File: src/rtl/max_pool_stream_pkg.sv
`default_nettype none
// ============================================================================
// Module      : max_pool_stream_pkg
// Description : Shared mode encodings and default geometry for the 2x2
//               streaming pooling block.
// Revision    : 1.0 - initial release
// ============================================================================
package max_pool_stream_pkg;

  // Pooling mode, sampled at the first pixel of each frame
  typedef enum logic {
    MODE_MAX = 1'b0,
    MODE_AVG = 1'b1
  } mode_e;

  localparam int C_DATA_W = 8;
  localparam int C_IMG_W  = 28;
  localparam int C_IMG_H  = 28;

endpackage
`default_nettype wire

File: src/rtl/max_pool_stream_combine.sv
`default_nettype none
// ============================================================================
// Module      : pool_combine
// Description : Pairwise combine used by both pooling stages. Max mode gives
//               the zero-extended unsigned maximum; average mode gives the
//               full-width sum so later stages never overflow.
// Revision    : 1.0 - initial release
// ============================================================================
module pool_combine
  import max_pool_stream_pkg::*;
#(
  parameter int IN_W = 8
) (
  input  logic [IN_W-1:0] a,
  input  logic [IN_W-1:0] b,
  input  mode_e           mode,
  output logic [IN_W:0]   y
);

  logic [IN_W:0] w_sum;
  logic [IN_W:0] w_max;

  assign w_sum = {1'b0, a} + {1'b0, b};
  assign w_max = (a > b) ? {1'b0, a} : {1'b0, b};

  // Select the mode-dependent combine result
  always_comb begin
    y = w_max;
    if (mode == MODE_AVG) begin
      y = w_sum;
    end
  end

endmodule
`default_nettype wire

File: src/rtl/max_pool_stream.sv
`default_nettype none
// ============================================================================
// Module      : max_pool_stream
// Description : Streaming 2x2 / stride-2 max or average pooling over a
//               raster-ordered frame, with a half-row line buffer holding
//               the horizontal pair results of each even row.
// Revision    : 1.0 - initial release
// ============================================================================
module max_pool_stream
  import max_pool_stream_pkg::*;
#(
  parameter int DATA_W = C_DATA_W,
  parameter int IMG_W  = C_IMG_W,
  parameter int IMG_H  = C_IMG_H
) (
  input  logic              clk,
  input  logic              rst_n,
  input  logic              clear,
  input  logic              mode,
  input  logic              in_valid,
  output logic              in_ready,
  input  logic [DATA_W-1:0] in_data,
  output logic              out_valid,
  input  logic              out_ready,
  output logic [DATA_W-1:0] out_data,
  output logic              out_last
);

  localparam int COL_W = $clog2(IMG_W);
  localparam int ROW_W = $clog2(IMG_H);
  localparam int LB_N  = IMG_W / 2;
  localparam int LB_AW = (LB_N > 1) ? $clog2(LB_N) : 1;

  logic [COL_W-1:0]  r_col;
  logic [ROW_W-1:0]  r_row;
  logic [DATA_W-1:0] r_pair;
  mode_e             r_mode;
  logic              r_out_valid;
  logic [DATA_W-1:0] r_out_data;
  logic              r_out_last;
  logic [DATA_W:0]   r_lbuf [LB_N];

  logic              w_in_ready;
  logic              w_accept;
  logic              w_col_last;
  logic              w_row_last;
  logic              w_first;
  logic              w_even_row;
  logic              w_odd_col;
  logic              w_load;
  logic [LB_AW-1:0]  w_lb_idx;
  logic [DATA_W:0]   w_lb_rd;
  logic [DATA_W:0]   w_hres;
  logic [DATA_W+1:0] w_vres;
  logic [DATA_W-1:0] w_out_val;

  // A pending result blocks input only when downstream is not taking it
  assign w_in_ready = ~r_out_valid | out_ready;
  assign w_accept   = in_valid & w_in_ready & ~clear;
  assign w_col_last = (r_col == COL_W'(IMG_W - 1));
  assign w_row_last = (r_row == ROW_W'(IMG_H - 1));
  assign w_first    = (r_col == '0) && (r_row == '0);
  assign w_even_row = ~r_row[0];
  assign w_odd_col  = r_col[0];
  assign w_load     = w_accept & ~w_even_row & w_odd_col;
  assign w_lb_idx   = LB_AW'(r_col >> 1);
  assign w_lb_rd    = r_lbuf[w_lb_idx];

  pool_combine #(
    .IN_W (DATA_W)
  ) u_horiz (
    .a    (r_pair),
    .b    (in_data),
    .mode (r_mode),
    .y    (w_hres)
  );

  pool_combine #(
    .IN_W (DATA_W + 1)
  ) u_vert (
    .a    (w_lb_rd),
    .b    (w_hres),
    .mode (r_mode),
    .y    (w_vres)
  );

  // Reduce the four-pixel window to an output pixel (sum/4 truncates)
  always_comb begin
    w_out_val = w_vres[DATA_W-1:0];
    if (r_mode == MODE_AVG) begin
      w_out_val = w_vres[DATA_W+1:2];
    end
  end

  // Raster position counters; clear wins over acceptance
  always_ff @(posedge clk or negedge rst_n) begin
    if (!rst_n) begin
      r_col <= '0;
      r_row <= '0;
    end else if (clear) begin
      r_col <= '0;
      r_row <= '0;
    end else if (w_accept) begin
      if (w_col_last) begin
        r_col <= '0;
        r_row <= w_row_last ? '0 : r_row + 1'b1;
      end else begin
        r_col <= r_col + 1'b1;
      end
    end
  end

  // Even-column pixel held for pairing in every row; mode latched per frame
  always_ff @(posedge clk or negedge rst_n) begin
    if (!rst_n) begin
      r_pair <= '0;
      r_mode <= MODE_MAX;
    end else if (clear) begin
      r_pair <= '0;
    end else if (w_accept) begin
      if (!w_odd_col) begin
        r_pair <= in_data;
      end
      if (w_first) begin
        r_mode <= mode_e'(mode);
      end
    end
  end

  // Line buffer: written on every even row before the odd row reads it
  always_ff @(posedge clk) begin
    if (w_accept && w_even_row && w_odd_col) begin
      r_lbuf[w_lb_idx] <= w_hres;
    end
  end

  // Output register; a load in a consume cycle keeps valid high
  always_ff @(posedge clk or negedge rst_n) begin
    if (!rst_n) begin
      r_out_valid <= 1'b0;
      r_out_data  <= '0;
      r_out_last  <= 1'b0;
    end else if (clear) begin
      r_out_valid <= 1'b0;
    end else if (w_load) begin
      r_out_valid <= 1'b1;
      r_out_data  <= w_out_val;
      r_out_last  <= w_row_last & w_col_last;
    end else if (out_ready) begin
      r_out_valid <= 1'b0;
    end
  end

  assign in_ready  = w_in_ready;
  assign out_valid = r_out_valid;
  assign out_data  = r_out_data;
  assign out_last  = r_out_last;

endmodule
`default_nettype wire

File: config.mk
export PLATFORM = sky130hd
export DESIGN_NAME = max_pool_stream
export DESIGN_NICKNAME = d
export VERILOG_FILES = /design/src/rtl/max_pool_stream_pkg.sv /design/src/rtl/max_pool_stream_combine.sv /design/src/rtl/max_pool_stream.sv
export SDC_FILE = /design/constraint.sdc
export NUM_CORES = 1
export LEC_CHECK = 0
export BUFFER_PORTS_ARGS = -buffer_cell sky130_fd_sc_hd__buf_4
export CORE_AREA = 2 2 180 182
export CTS_CLUSTER_DIAMETER = 100
export CTS_CLUSTER_SIZE = 30
export DETAILED_ROUTE_END_ITERATION = 8
export DIE_AREA = 0 0 182 184
export SETUP_SLACK_MARGIN = 0.15
export SYNTH_ARGS = -nofsm -noshare
export SYNTH_HDL_FRONTEND = slang
export SYNTH_SLANG_ARGS = --single-unit
File: constraint.sdc
create_clock -name clk -period 4.45 [get_ports clk]
set_clock_uncertainty 0.1 [all_clocks]
set_input_delay 0.6675 -clock clk [delete_from_list [all_inputs] [get_ports clk]]
set_output_delay 0.6675 -clock clk [all_outputs]
set_load 0.02 [all_outputs]
==> flow_summary.ini <==
[worst_setup_path]
worst_path_max_delay_cell = or3b_2
worstPathRequired_ns = 4.63
crit_chain = ha_1, a211o_1, a21oi_2, and3_1, buf_4, o31ai_1, and2_1, mux2_2, ha_1, o211ai_1, a21oi_1, or3b_2, a21o_1, a211oi_1, o31ai_1
worstReg2RegStart = r_pair[5]
start_kind = flip-flop
path_class = reg -> reg
end_kind = flip-flop
crit_start = r_pair[5]
crit_arrival_ns = 4.24
path_max_fanout = 7
cp_slowest_stage_delay_ns = 0.49

[drt]
wl_met3_um = 730
drtIter0Drc = 417
avgRoutedWirePerCell_um = 16.9
wl_met2_um = 8390
via_per_inst = 4.66
drc = 0
via_count = 4887
top_layer = met4
met1_length_um = 8400
final_antenna_net_count = 0
finalWirelength_um = 17700
dr.pass1.iters = 5

[sta]
tightest_slew_ns = 1.10
finalHoldViolCount = 0
maxSlewHeadroom = 0.267
slew_violations = 0
fin_ws_ns = 0.392
final.min_clock_period_ns = 4.06
min_period_over_period = 0.912
max_clock_freq_mhz = 246
setup_viol = 0
rsz0062_at_grt = yes

[run_status]
status = completed

[layout]
fillers = 3181
drive_above_1_share = 0.234
antenna_cells = 0
area_growth_pct = 18.8
nets = 686
postLayoutCoreUtil = 0.294
design_area_mm2 = 0.00923

[pwr]
pwr-share-clk = 0.374
p_int_uw = 2670
switching_power_uw = 1060
powerDensity_mw_per_mm2 = 404
ir_drop_mv = 0.218
netSwitchingFraction = 0.285
seqPwrFrac = 0.452
combPwrFrac = 0.174
static-leakage-power_uw = 0.00332

[synthesis]
synth-adder-area-share = 0.0638
synthTopCellsByArea = edfxtp_1 (49%), dfrtp_1 (9.3%), mux4_2 (8.1%)
seq_area_frac_synth = 0.580
ys_seq_elements = 155
netlist_top_cells_count = edfxtp_1 (126), nor2_1 (43), a21oi_1 (39), ha_1 (38), nand2_1 (30)
synth.most_common_cell = edfxtp_1
synthSimpleGateAreaFrac = 0.0940
synth-xor-area-share = 0.0101
synth_enable_flop_cells = 126
synth_top_family_by_area = multiplexers
syn_area_per_cell_um2 = 13.4
async_reset_ff_frac = 0.187
yosysUniqueCellTypes = 61
syn_area_mm2 = 0.00777
synth_compound_area_frac = 0.0907
ys_warn_count = 0
syn_inst = 578
syn_nets = 631
yosys-mux-area-fraction = 0.131
synth_top_area_cell = edfxtp_1
synth_top_area_frac = 0.487
synth_top_flop_cell = edfxtp_1

[place]
post-place-ws_ns = -0.0988
port_buffers = 24
placed_cell_area_mm2 = 0.00864
post-dp-hpwl_um = 12400
gp_congestion = 0.852

[die]
ios = 25
core-area_mm2 = 0.0314
fp.dieW_um = 182
dieHeight_um = 184
initial_core_util = 0.248
rows = 65
dieArea_mm2 = 0.0335

[clock_tree]
htreeDepth = 4
clkLatencyLatePin_ns = 0.43
cts_num_sinks = 155
cts_buffers = 17
cts.path.max_buffers = 2
clockRootBuffer = clkbuf_16
cts_tree = yes
path_clk_slew_ns = 0.07

[global_route]
antenna_found_initial = 0
grt_first_pass_wirelength_um = 27900
grt_max_degree = 30
grtUsageTotal = 0.109
grt.overflow.total = 0
grt_pass1_vias = 4920

[run]
max-cap-violations = 0

[min_path]
min_path_type = in -> async
## critical path: cells and delay by family, from the launching register on
kind                     cells  cell delay (ns)
AO/OA/AOI/OAI                8             1.39
AND/OR/NAND/NOR              3             0.89
adder cells (fa/ha/maj)      2             0.70
flip-flops                   1             0.43
multiplexers                 1             0.26
buffers and inverters        1             0.16
## metrics by stage
step | hold slack (ns) | TNS, ns | total power, µW | cells
after floorplan | 0.272 | 0 | 2120 | 578
after global placement | 0.367 | -0.00730 | 2350 | 1015
after detailed placement | 0.372 | -0.181 | 2360 | 1015
after CTS | 0.0585 | 0 | 3750 | 1047
after global routing | 0.0825 | 0 | 3890 | 1048
final | 0.0616 | 0 | 3730 | 1048
## per-layer routing
| metal | vias to the layer above | GRT usage |
|---|---|---|
| li1 | 2328 | - |
| met1 | 2444 | 0.144 |
| met2 | 96 | 0.179 |
| met3 | 19 | 0.0234 |
| met4 | 0 | 0.0335 |
| met5 | - | 0 |
## what timing repair did
action,4_1_cts,5_1_grt
setup buffers,0,1
gates resized for setup,0,6
hold buffers,0,0
setup endpoints to repair,0,5
## flip-flops by register name, summed over array words and instances (netlist names)
signal / flops
r_lbuf: 126
out_data: 8
r_pair: 8
r_mode: 1
out_last: 1
r_row: 5
out_valid: 1
r_col: 5
## final timing paths
kind,endpoint,slack [ns],depth (start not counted)
setup / recovery,out_data[2],0.39,15
hold / removal,r_pair[7],0.06,1
setup reg to reg,out_data[2],0.39,15
hold reg to reg,out_last,0.38,2
max in group asynchronous,r_col[1],3.86,1
min in group clk,out_last,0.38,2
## cell type report
type	instances	area (µm²)	area share
clock inverter	15	134	0.0145
clock buffer	17	425	0.0461
sequential	155	4510	0.489
tap	402	503	0.0545
multi-input combinational	368	3050	0.331
inverter	28	105	0.0114
timing repair buffer	63	498	0.0540
## cells by family (layout without fill, tap and decap cells)
group / count (synthesis) / in the layout
compound gates: 107 / 107
xor+xnor: 9 / 9
buf+inv: 55 / 123
flops: 155 / 155
fa+ha+maj: 39 / 39
simple gates: 148 / 148
mux: 65 / 65
## power by group through the flow
stage               logic (µW)  clock network, µW  registers [µW]
floorplan                  420                  0            1700
global placement           634                  0            1720
detailed placement         640                  0            1720
CTS                        644               1420            1690
global route               716               1480            1690
finish                     647               1390            1690
## cells in the final DEF, fill, tap and decap left out, types with 5 or more instances in the layout
master | synthesis | routed
mux2i_1 | 21 | 21
buf_4 | 2 | 61
ha_1 | 38 | 38
dfrtp_1 | 29 | 28
or3_1 | 5 | 5
o21ai_0 | 11 | 11
nor2b_1 | 5 | 5
xnor2_1 | 7 | 7
nor2_1 | 43 | 43
mux2_2 | 16 | 16
nand4_1 | 8 | 8
clkbuf_16 | 0 | 17
edfxtp_1 | 126 | 126
inv_1 | 28 | 28
nand2b_1 | 9 | 9
mux4_2 | 28 | 28
nor3_1 | 12 | 12
and2_1 | 6 | 7
a21oi_1 | 39 | 38
nand2_1 | 30 | 29
nand3_1 | 11 | 10
o22ai_1 | 7 | 7
o31ai_1 | 6 | 6
(Power assumes the default switching activity.)
